$ cat src/rtl/iic_pkg.sv
// Shared types and constants for the I2C register target.
// Bus bit levels are named so drive code reads as sda_oe = ~bit.
package iic_pkg;
  localparam int   BYTE_W = 8;
  localparam logic ACK    = 1'b0;
  localparam logic NACK   = 1'b1;

  typedef enum logic [3:0] {
    IDLE, ADDR, ADDR_ACK, REG, REG_ACK, WDATA, WDATA_ACK, RDATA, RDATA_ACK, IGNORE
  } iic_tgt_state_t;
endpackage

$ cat src/rtl/iic_line_filter.sv
// Async bus line: 2-FF sync, then level changes only after FILTER_LEN equal samples.
// rise/fall pulse for one clk, in the clk after the filtered level moves; no backpressure.
module iic_line_filter #(
  parameter int FILTER_LEN = 3
) (
  input  logic clk,
  input  logic rst,
  input  logic raw,
  output logic level,
  output logic rise,
  output logic fall
);
  localparam int CW = $clog2(FILTER_LEN + 1);

  logic [1:0]    sync;
  logic [CW-1:0] cnt;
  logic          level_d;

  always_ff @(posedge clk) begin
    if (!rst) begin
      sync    <= 2'b11;
      cnt     <= '0;
      level   <= 1'b1;
      level_d <= 1'b1;
    end else begin
      sync    <= {sync[0], raw};
      level_d <= level;
      // Any sample agreeing with the current level restarts the run.
      if (sync[1] == level) begin
        cnt <= '0;
      end else if (cnt == CW'(FILTER_LEN - 1)) begin
        level <= sync[1];
        cnt   <= '0;
      end else begin
        cnt <= cnt + 1'b1;
      end
    end
  end

  assign rise = level & ~level_d;
  assign fall = ~level & level_d;
endmodule

$ cat src/rtl/iic_target.sv
// I2C target exposing an 8-bit register pointer with write strobe and read lookup.
// Read path only when IIC_TARGET_READ_EN is defined; otherwise R/W=1 addresses are NACKed.
module iic_target
  import iic_pkg::*;
#(
  parameter logic [6:0] DEV_ADDR   = 7'b1110110,
  parameter int         FILTER_LEN = 3
) (
  input  logic              clk,
  input  logic              rst,
  input  logic              scl_in,
  input  logic              sda_in,
  output logic              sda_oe,
  output logic              wr_en,
  output logic [BYTE_W-1:0] wr_addr,
  output logic [BYTE_W-1:0] wr_data,
  output logic [BYTE_W-1:0] rd_addr,
  input  logic [BYTE_W-1:0] rd_data,
  output logic              busy
);
`ifdef IIC_TARGET_READ_EN
  localparam logic READ_EN = 1'b1;
`else
  localparam logic READ_EN = 1'b0;
  logic unused_rd_data;
  assign unused_rd_data = ^rd_data;
`endif

  logic scl, scl_rise, scl_fall, sda, sda_rise, sda_fall;
  logic start, stop;

  iic_line_filter #(.FILTER_LEN(FILTER_LEN)) u_scl_filt (
    .clk(clk), .rst(rst), .raw(scl_in), .level(scl), .rise(scl_rise), .fall(scl_fall)
  );
  iic_line_filter #(.FILTER_LEN(FILTER_LEN)) u_sda_filt (
    .clk(clk), .rst(rst), .raw(sda_in), .level(sda), .rise(sda_rise), .fall(sda_fall)
  );

  assign start = sda_fall & scl;
  assign stop  = sda_rise & scl;

  iic_tgt_state_t    state;
  logic [3:0]        bit_cnt;
  logic [BYTE_W-1:0] shreg, ptr, shifted;

  assign shifted = {shreg[BYTE_W-2:0], sda};
  assign rd_addr = ptr;
  assign busy    = state inside {ADDR_ACK, REG, REG_ACK, WDATA, WDATA_ACK, RDATA, RDATA_ACK};

  always_ff @(posedge clk) begin
    if (!rst) begin
      state   <= IDLE;
      bit_cnt <= '0;
      shreg   <= '0;
      ptr     <= '0;
      sda_oe  <= 1'b0;
      wr_en   <= 1'b0;
      wr_addr <= '0;
      wr_data <= '0;
    end else begin
      wr_en <= 1'b0;
      if (start) begin
        state   <= ADDR;
        bit_cnt <= '0;
        sda_oe  <= 1'b0;
      end else if (stop) begin
        state   <= IDLE;
        bit_cnt <= '0;
        sda_oe  <= 1'b0;
      end else begin
        case (state)
          ADDR, REG, WDATA: begin
            if (scl_rise && bit_cnt != 4'd8) begin
              shreg   <= shifted;
              bit_cnt <= bit_cnt + 1'b1;
              if (state == WDATA && bit_cnt == 4'd7) begin
                wr_en   <= 1'b1;
                wr_addr <= ptr;
                wr_data <= shifted;
                ptr     <= ptr + 1'b1;
              end
            end else if (scl_fall && bit_cnt == 4'd8) begin
              bit_cnt <= '0;
              sda_oe  <= ~ACK;
              if (state == REG) begin
                ptr   <= shreg;
                state <= REG_ACK;
              end else if (state == WDATA) begin
                state <= WDATA_ACK;
              end else if (shreg[7:1] == DEV_ADDR && (!shreg[0] || READ_EN)) begin
                state <= ADDR_ACK;
              end else begin
                state  <= IGNORE;
                sda_oe <= ~NACK;
              end
            end
          end
          ADDR_ACK: if (scl_fall) begin
            // shreg[0] still holds the R/W bit here.
            state  <= REG;
            sda_oe <= 1'b0;
`ifdef IIC_TARGET_READ_EN
            if (shreg[0]) begin
              state  <= RDATA;
              shreg  <= rd_data;
              sda_oe <= ~rd_data[BYTE_W-1];
            end
`endif
          end
          REG_ACK, WDATA_ACK: if (scl_fall) begin
            state  <= WDATA;
            sda_oe <= 1'b0;
          end
`ifdef IIC_TARGET_READ_EN
          RDATA: begin
            if (scl_rise) begin
              bit_cnt <= bit_cnt + 1'b1;
            end else if (scl_fall) begin
              if (bit_cnt == 4'd8) begin
                state   <= RDATA_ACK;
                bit_cnt <= '0;
                sda_oe  <= 1'b0;
                ptr     <= ptr + 1'b1;
              end else begin
                shreg  <= {shreg[BYTE_W-2:0], 1'b0};
                sda_oe <= ~shreg[BYTE_W-2];
              end
            end
          end
          RDATA_ACK: begin
            // bit_cnt==1 marks "master acknowledged" until the closing SCL fall.
            if (scl_rise) begin
              if (sda == NACK) state <= IGNORE;
              else             bit_cnt <= 4'd1;
            end else if (scl_fall && bit_cnt == 4'd1) begin
              state   <= RDATA;
              bit_cnt <= '0;
              shreg   <= rd_data;
              sda_oe  <= ~rd_data[BYTE_W-1];
            end
          end
`endif
          default: ;
        endcase
      end
    end
  end
endmodule

$ cat config.mk
export PLATFORM = sky130hd
export DESIGN_NAME = iic_target
export DESIGN_NICKNAME = d
export VERILOG_FILES = /design/src/rtl/iic_pkg.sv /design/src/rtl/iic_line_filter.sv /design/src/rtl/iic_target.sv
export SDC_FILE = /design/constraint.sdc
export NUM_CORES = 1
export LEC_CHECK = 0
export CAP_MARGIN = 20
export CORE_MARGIN = 5
export CORE_UTILIZATION = 56
export DETAILED_ROUTE_END_ITERATION = 6
export DONT_BUFFER_PORTS = 1
export PLACE_DENSITY = 0.73
export SETUP_SLACK_MARGIN = 0.05
export SKIP_LAST_GASP = 1
export SYNTH_ARGS = -nofsm -noshare
export SYNTH_HDL_FRONTEND = slang
export SYNTH_SLANG_ARGS = --single-unit
export TNS_END_PERCENT = 100
$ cat constraint.sdc
create_clock -name clk -period 1.9 [get_ports clk]
set_input_delay 0.285 -clock clk [delete_from_list [all_inputs] [get_ports clk]]
set_output_delay 0.285 -clock clk [all_outputs]
set_load 0.02 [all_outputs]
### After elaboration in Yosys (flattened, before gate mapping)

Cells that the tools add are included.

* bits in registers: 54
* output and inout bits: 27
* word-level logic and storage cells: 115

* add/sub/neg operators: 4
* equality and inequality tests: 26
* multiplexer cells: 24
* bitwise gates (word level): 17
* reductions and logical operators: 27

Operators with widths (number)
* $mux 4: 9
* $mux 8: 4
* $eq 4x3->1 const B: 5
* $ne 4x4->1 const B: 5
* $reduce_and 5->1: 3
* $reduce_or 3->1: 5
* $pmux 4 s3: 1
* $not 1->1: 11
* $mux 1: 9
* $add 8x1->8 const B: 1
* $eq 4x2->1 const B: 2
* $eq 4x4->1 const B: 2
* $ne 2x2->1 const B: 4
* $reduce_and 4->1: 2
* $eq 7x7->1 const B: 1
* $reduce_bool 7->1: 1
* $and 1x1->1: 6
* $reduce_and 2->1: 3
* $reduce_and 6->1: 1
* $reduce_bool 2->1: 3
* $reduce_bool 5->1: 1
* $reduce_or 5->1: 1
* $add 2x1->2 const B: 2
* $add 4x1->4 const B: 1
* 9 further kinds: 15

### Logic depth before layout (Yosys ltp)

Gate-level depths: netlist of run 1.

* depth in word-level cells: 10
* gate-level depth with buffers: 8

### Hierarchy

A second synthesis of run 1 with hierarchy kept.

* cells, all modules: 292
* area total of the unflattened synthesis: 2417.3 um^2

By module, submodules not included
* iic_target: instances 1, cells each 256, area each 1999.4 um^2
* iic_line_filter: instances 2, cells each 18, area each 209.0 um^2

### Least setup slack after synthesis of run 1

No wires, ideal clock.

* kind: register -> register
* start: register bit_cnt[0]
* end: register shreg[0]
* library setup time: 0.128 ns
* data arrival time: 1.843 ns
* data required time: 1.772 ns
* setup slack: -0.070 ns
* stages on the path, launching flop included: 8
* path buffers: 0
* cell sequence: dfxtp_1 > inv_1 > ha_1 > and3b_1 > nor2_1 > nand3_1 > mux2i_1 > nor2_1

* word-level cells in the longest chain between the ends: 3

RTL lines
* start, declared: RTL line iic_target.sv:43 `logic [3:0] bit_cnt;`
* start signal, assigned: RTL line iic_target.sv:75 `bit_cnt <= bit_cnt + 1'b1;`
* $ne 4x4->1: RTL line iic_target.sv:73 `if (scl_rise && bit_cnt != 4'd8) begin`
* $logic_and 1x1->1: RTL line iic_target.sv:73
* $reduce_and 4->1 (no line)
* end signal, assigned: RTL line iic_target.sv:74 `shreg <= shifted;`
* end, declared: RTL line iic_target.sv:44 `logic [BYTE_W-1:0] shreg, ptr, shifted;`

Every way passes these cells.
A chain may end at the register's enable or synchronous reset.

### Worst setup path in the final report of run 1

* start: register bit_cnt[1]
* end: register wr_addr[5]

* word-level cells in the longest chain between the ends: 3
* elaborated cells on any way between the ends: 5
* those cells by class: eq/ne (2); reduce/logical (3)

RTL lines
* $ne 4x4->1 / $eq 4x3->1 (equally long branches): RTL line iic_target.sv:73, iic_target.sv:76
* $logic_and 1x1->1 (on tied branches): RTL line iic_target.sv:73, iic_target.sv:76
* $reduce_and 5->1 (no line) (*)
* end signal, assigned: RTL line iic_target.sv:78 `wr_addr <= ptr;`
* end, declared: RTL line iic_target.sv:15 `output logic [BYTE_W-1:0] wr_addr,`

Mark *: on every way between the ends. The rest lies on a longest branch, timed or not.

==> results of run 1 <==
[synth_stat cells, types with 4 or more instances]
cell	number
a21oi_1	32
o21ai_0	7
ha_1	5
dfxtp_1	54
nor2_1	29
nand2b_1	12
nand3_1	4
o31ai_1	4
nand2_1	46
inv_1	5
nor4_1	4
clkbuf_1	7
nor3_1	9
nand3b_1	4
mux2i_1	12
[registers in the layout (all words and copies together) (netlist names)]
| name | cells |
|---|---|
| bit_cnt | 4 |
| rd_addr | 8 |
| sda_oe | 1 |
| shreg | 8 |
| state | 4 |
| u_scl_filt.cnt | 2 |
| u_scl_filt.level | 1 |
| u_scl_filt.level_d | 1 |
| u_scl_filt.sync | 2 |
| u_sda_filt.cnt | 2 |
| u_sda_filt.level | 1 |
| u_sda_filt.level_d | 1 |
| u_sda_filt.sync | 2 |
| wr_addr | 8 |
| wr_data | 8 |
| wr_en | 1 |
[through the flow]
stage	hold WS, ns	utilization, %	total power (W)	setup WS, ns
after global routing	0.02333	66.94	0.001905	0.006158
after floorplan	0.3580	-	0.001221	0.02597
after CTS	0.03589	64.69	0.001840	0.05671
final	0.04054	66.94	0.001831	0.1020
after global placement	0.3524	62.66	0.001236	0.04602
after detailed placement	0.3545	62.66	0.001235	0.02135
[metal layers]
metal	global-route usage [%]	vias to the layer above
li1	-	1004
met1	25.39	923
met3	5.607	7
met5	0	-
met2	29.88	44
met4	5.631	0
[cell usage in the layout, fill, tap and decap left out, types with 2 or more instances in the layout]
cell	instances
clkbuf_8	5
a21oi_1	32
mux2i_1	12
ha_1	4
a32oi_1	3
nor3_1	8
inv_1	5
dfxtp_1	52
nand3_1	3
o211ai_1	3
nand4b_1	2
nor2_1	28
nand2_1	45
nand2b_2	2
nand2b_4	2
nand3b_1	4
nor4_1	4
and2_1	2
o31ai_1	4
xor2_1	2
buf_4	22
o21ai_0	6
nand2b_1	9
or3_1	2
o32ai_1	3
xnor2_1	2
[final cells by class]
type / count / area, µm²
clock inverter: 1 / 7.507
fill: 338 / 1341
sequential: 54 / 1086
clock buffer: 6 / 72.57
inverter: 6 / 22.52
tap: 50 / 62.56
multi-input combinational: 204 / 1254
timing repair buffer: 25 / 211.5
[final timing paths]
| path | depth (start not counted) | end | start |
|---|---|---|---|
| setup / recovery | 7 | wr_addr[5]$_SDFFE_PN0P_ | bit_cnt[1]$_SDFFE_PP0P_ |
| hold reg to reg | 1 | u_sda_filt.cnt[0]$_SDFF_PP0_ | u_sda_filt.cnt[0]$_SDFF_PP0_ |
| setup reg to reg | 7 | wr_addr[5]$_SDFFE_PN0P_ | bit_cnt[1]$_SDFFE_PP0P_ |
| hold / removal | 1 | u_sda_filt.level$_SDFFE_PN1P_ | rst |
[report_power, final]
| part | internal, W | leakage, nW | total (W) | switching (W) |
|---|---|---|---|---|
| combinational | 0.0000234 | 0.527 | 0.0000646 | 0.0000412 |
| clock | 0.000254 | 0.0373 | 0.000617 | 0.000364 |
| sequential | 0.00114 | 0.438 | 0.00115 | 0.0000105 |
| total | 0.00142 | 1.00 | 0.00183 | 0.000415 |
[worst register-to-register path: stages, from the launching register on]
cell     delay (ns)
dfxtp_2        0.39
ha_4           0.15
nand2_2        0.05
or4_4          0.42
or3_4          0.37
buf_8          0.16
nand2_1        0.07
a21oi_1        0.06
[logic make-up (layout without fill, tap and decap cells)]
logic type,count (synthesis),in the layout,synth area share (%)
XOR/XNOR,4,4,1.472
AO/OA/AOI/OAI,59,59,15.20
buffers and inverters,20,38,4.416
adder cells (fa/ha/maj),5,5,2.629
flip-flops,54,54,45.43
multiplexers,13,13,5.521
AND/OR/NAND/NOR,123,123,25.34
[repair_timing]
item / in CTS / in global routing
setup endpoints to repair: 25 / 32
setup buffers: 0 / 2
hold endpoints to repair: 0 / 0
gates resized for setup: 2 / 18
gates cloned: 0 / 1
==> impl_metrics.env, run 1 <==
export IMPL_wl_per_cell_um=14.87
export IMPL_die_y_um=75.19
export IMPL_cp_top_family="simple AND/OR/NAND/NOR gates"
export IMPL_placed_area_um2=2542
export IMPL_clk_latency_ns=0.31
export IMPL_grt_overflow=0
export IMPL_dp_cells=336
export IMPL_grt_pass1_vias=1743
export IMPL_yosysUniqueCellTypes=43
export IMPL_vias_per_cell=5.717
export IMPL_synthFlopType="dfxtp_1"
export IMPL_synth_area_um2=2380
export IMPL_critPathLaunchType="flop"
export IMPL_max_clock_freq_ghz=0.5562
export IMPL_initial_utilization_pct=58.65
export IMPL_grt_max_degree=35
export IMPL_synth_area_per_cell_um2=8.560
export IMPL_crit_slowest_cell="or4_4"
export IMPL_top_layer_used="met4"
export IMPL_met3_length_um=348
export IMPL_synth_edf_count=0
export IMPL_finalCritPeriodShare_pct=94.63
export IMPL_first_pass_iters=4
export IMPL_slew_headroom_pct=62.35
export IMPL_cp_cell_sequence="ha_4 -> nand2_2 -> or4_4 -> or3_4 -> buf_8 -> nand2_1 -> a21oi_1"
export IMPL_grt_usage_pct=19.02
export IMPL_slew_viol_final=0
export IMPL_ir_worst_vdd_v=0.0003208
export IMPL_finalSetupViolCount=0
export IMPL_hold_viol_final=0
export IMPL_yosys_top_cells_area="dfxtp_1 45%, nand2_1 7.3%, a21oi_1 6.7%, mux2i_1 5.0%, nor2_1 4.6%"
export IMPL_rrSetupSlack_ns=0.10
export IMPL_outcome="finished clean"
export IMPL_grt_first_pass_wirelength_mm=8.183
export IMPL_drc=0
export IMPL_criticalPathCategory="reg -> reg"
export IMPL_portBuffers=0
export IMPL_setup_tns_ns=0
export IMPL_postCtsHoldBufs=0
export IMPL_cp_max_fo=8
export IMPL_nets=313
export IMPL_fp_dieW_um=75.19
export IMPL_worst_pin_slew_ns=0.5639
export IMPL_drive_above_1_share_pct=16.55
export IMPL_post_route_min_period_ns=1.798
export IMPL_p_per_area_nw_per_um2=674.0
export IMPL_cts_root_buf="clkbuf_8"
export IMPL_fin_cells=346
export IMPL_drt_iter0_drc=115
export IMPL_wl_met2_mm=2.423
export IMPL_clk_pin_slew_worst_paths_ns=0.09
export IMPL_h_tree_depth=2
export IMPL_worst_ep_arrival_time_ns=1.97
export IMPL_clock_path_buffers=2
export IMPL_cts_tree="yes"
export IMPL_synth_top_area_share_pct=45.43
export IMPL_synthArstFlopShare_pct=0
export IMPL_areaGrowthSynthToFinish_pct=14.14
export IMPL_clock_skew_ns=0.004302
export IMPL_worstPathRequired_ns=2.08
export IMPL_cp_end_kind="flop"
export IMPL_cp_num_buf_inv=1
export IMPL_synth_seq_cells=54
export IMPL_cap_violations=0
export IMPL_rows=23
export IMPL_max_stage_delay_ns=0.42
export IMPL_design_area_um2=2716
export IMPL_gp_congestion=0.8217
export IMPL_wl_mm=5.146
export IMPL_num_vias=1978
export IMPL_antenna_left=0
export IMPL_cts_buffers=5
export IMPL_hp_class="in -> reg"
export IMPL_clkSinkCount=54
export IMPL_pin_count=39
export IMPL_syn_nets=295
export IMPL_rsz0062_at_grt="true"
export IMPL_wl_met1_mm=2.306
export IMPL_die_area_um2=5654
export IMPL_yosys_warnings=0
export IMPL_yosys_area_top_type="dfxtp_1"
export IMPL_yosysSeqAreaShare_pct=45.43
export IMPL_antenna_found_initial=0
export IMPL_dp_hpwl_mm=3.376
export IMPL_core_area_um2=4058
export IMPL_cellLeakagePower_nw=1.002
export IMPL_n_antenna_cell=0
export IMPL_syn_inst=278
Note: power is estimated with default switching activity, not from simulation.
==> run 2, diff against run 1 <==
--- a/config.mk
+++ b/config.mk
@@ -10,8 +10,8 @@
 export CORE_UTILIZATION = 56
 export DETAILED_ROUTE_END_ITERATION = 6
 export DONT_BUFFER_PORTS = 1
+export MAX_ROUTING_LAYER = met4
 export PLACE_DENSITY = 0.73
-export SETUP_SLACK_MARGIN = 0.05
 export SKIP_LAST_GASP = 1
 export SYNTH_ARGS = -nofsm -noshare
 export SYNTH_HDL_FRONTEND = slang
==> run 2 against run 1 <==
  * Non-clock buffer count down 2
  * Utilization down 1.1 points
  * Die area unchanged
  * Via count down 0.30%
  * Clock skew up 0.0024 ns
  * Final area down 1.7%
  * Maximum frequency down 1.4%
  * Total power up 4.2%
  * Worst hold slack better by 0.010 ns
  * Setup slack worse by 0.026 ns
  * Critical path depth down 1
  * Critical endpoint is now wr_data[7]$_SDFFE_PN0P_
  * Highest routed layer unchanged
==> impl_metrics.env, run 2 (synthesized netlist as in run 1, its figures left out) <==
export IMPL_first_pass_iters=4
export IMPL_cp_max_fo=16
export IMPL_dp_hpwl_mm=3.448
export IMPL_crit_end="wr_data[7]$_SDFFE_PN0P_"
export IMPL_num_vias=1972
export IMPL_vias_per_cell=5.716
export IMPL_worst_ep_arrival_time_ns=1.99
export IMPL_die_area_um2=5654
export IMPL_clock_skew_ns=0.006700
export IMPL_n_antenna_cell=0
export IMPL_nets=311
export IMPL_clock_power_share_pct=36.6
export IMPL_wl_mm=4.944
export IMPL_antenna_found_initial=0
export IMPL_cap_violations=0
export IMPL_clkSinkCount=54
export IMPL_setup_tns_ns=0
export IMPL_worst_pin_slew_ns=0.5556
export IMPL_final_common_cell="dfxtp_1"
export IMPL_cp_end_kind="flop"
export IMPL_max_clock_freq_ghz=0.5482
export IMPL_areaGrowthSynthToFinish_pct=12.25
export IMPL_grt_overflow=0
export IMPL_cts_root_buf="clkbuf_8"
export IMPL_cts_tree="yes"
export IMPL_cp_startpoint="u_scl_filt.level_d$_SDFF_PN1_"
export IMPL_grt_pass1_vias=1779
export IMPL_gp_congestion=0.8252
export IMPL_worstPathRequired_ns=2.07
export IMPL_clk_latency_ns=0.30
export IMPL_cp_top_family="simple AND/OR/NAND/NOR gates"
export IMPL_slew_headroom_pct=62.91
export IMPL_post_route_min_period_ns=1.824
export IMPL_fp_dieW_um=75.19
export IMPL_ir_worst_vdd_v=0.0003968
export IMPL_drive_above_1_share_pct=14.24
export IMPL_p_int_w=0.001495
export IMPL_rows=23
export IMPL_finalCritPeriodShare_pct=96.01
export IMPL_portBuffers=0
export IMPL_seq_power_share_pct=60.2
export IMPL_cp_num_buf_inv=1
export IMPL_p_switching_w=0.0004133
export IMPL_switching_share_pct=21.65
export IMPL_met3_length_um=265
export IMPL_r2r_cells=6
export IMPL_placed_area_um2=2550
export IMPL_cts_buffers=5
export IMPL_clk_pin_slew_worst_paths_ns=0.09
export IMPL_hp_class="in -> reg"
export IMPL_max_stage_delay_ns=0.53
export IMPL_p_comb_share_pct=3.2
export IMPL_criticalPathCategory="reg -> reg"
export IMPL_drt_iter0_drc=204
export IMPL_antenna_left=0
export IMPL_slew_viol_final=0
export IMPL_die_y_um=75.19
export IMPL_grt_usage_pct=19.49
export IMPL_design_area_um2=2671
export IMPL_drc=0
export IMPL_worst_slack_ns=0.07583
export IMPL_layout_common_cells="52 x dfxtp_1, 46 x nand2_1, 32 x a21oi_1"
export IMPL_wl_met2_mm=2.261
export IMPL_p_per_area_nw_per_um2=714.5
export IMPL_place_ws_ns=0.03833
export IMPL_cp_cell_sequence="nand2b_1 -> or4_4 -> or3_1 -> buf_6 -> nand2_1 -> a21oi_1"
export IMPL_fin_cells=345
export IMPL_clock_path_buffers=2
export IMPL_critPathLaunchType="flop"
export IMPL_h_tree_depth=2
export IMPL_cellLeakagePower_nw=0.9935
export IMPL_crit_slowest_cell="or4_4"
export IMPL_critical_path_cell_count=6
export IMPL_finalSetupViolCount=0
export IMPL_grt_first_pass_wirelength_mm=8.245
export IMPL_initial_utilization_pct=58.65
export IMPL_rr_startpoint="u_scl_filt.level_d$_SDFF_PN1_"
export IMPL_top_layer_used="met4"
export IMPL_hold_viol_final=0
export IMPL_rsz0062_at_grt="true"
export IMPL_whs_ns=0.05070
export IMPL_dp_cells=337
export IMPL_rrSetupSlack_ns=0.08
export IMPL_wl_met1_mm=2.363
export IMPL_outcome="finished clean"
export IMPL_core_area_um2=4058
export IMPL_grt_max_degree=35
export IMPL_r2r_end="wr_data[7]$_SDFFE_PN0P_"
export IMPL_wl_per_cell_um=14.33
export IMPL_pin_count=39
[run 2: cell count changes in the layout (fill, tap and decap cells not counted), sizes merged]
| cell | change |
|---|---|
| buf | -2 |
| clkinvlp | -1 |
| clkbuf | +1 |
| clkinv | +1 |
[run 2: through the flow]
step	utilization (%)	total power [W]
after global routing	65.83	0.001986
after floorplan	-	0.001221
after global placement	62.84	0.001236
after CTS	65.43	0.001925
final	65.83	0.001909
after detailed placement	62.84	0.001235
[run 2: worst reg2reg max path, delay by kind of cell, from the launching register on]
family / cells / cell delay [ns]
AOI/OAI and AO/OA: 1 / 0.06
buffers and inverters: 1 / 0.17
DFF: 1 / 0.32
and+or+nand+nor: 4 / 1.14
[run 2: layout make-up]
cell class                      count  area [µm²]
Clock buffer                        7       96.34
Sequential cell                    54        1084
Inverter                            6       22.52
Multi-Input combinational cell    204        1209
Timing Repair Buffer               23       188.9
Fill cell                         354        1386
Clock inverter                      1       8.758
Tap cell                           50       62.56
[run 2: metal layers]
layer,vias up,track usage (%)
met2,40,30.37
met3,6,4.539
met4,0,6.990
li1,998,-
met1,928,24.75
met5,-,-
[run 2: power by group through the flow]
stage	Combinational (W)	Clock (W)	Sequential, W
2_1_floorplan	0.0000472	0	0.00117
3_3_place_gp	0.0000601	0	0.00118
3_5_place_dp	0.0000602	0	0.00118
4_1_cts	0.0000603	0.000716	0.00115
5_1_grt	0.0000676	0.000767	0.00115
6_report	0.0000611	0.000698	0.00115
[run 2: how the worst min path moves through the flow]
stage	startpoint	end	slack, ns	cells after the start
2_1_floorplan	rst	u_scl_filt.sync[0]$_SDFF_PN1_	0.36	1
6_report	rst	u_scl_filt.sync[0]$_SDFF_PN1_	0.05	1
4_1_cts	rst	u_scl_filt.sync[0]$_SDFF_PN1_	0.04	1
3_3_place_gp	rst	u_sda_filt.level$_SDFFE_PN1P_	0.35	1
3_5_place_dp	rst	u_scl_filt.level$_SDFFE_PN1P_	0.36	1
5_1_grt	rst	u_scl_filt.level$_SDFFE_PN1P_	0.03	1
[run 2: timing repair]
action | 4_1_cts | 5_1_grt
hold buffers | 0 | 0
endpoints found under the setup margin | 0 | 27
setup buffers | 0 | 0
resized for setup | 0 | 5
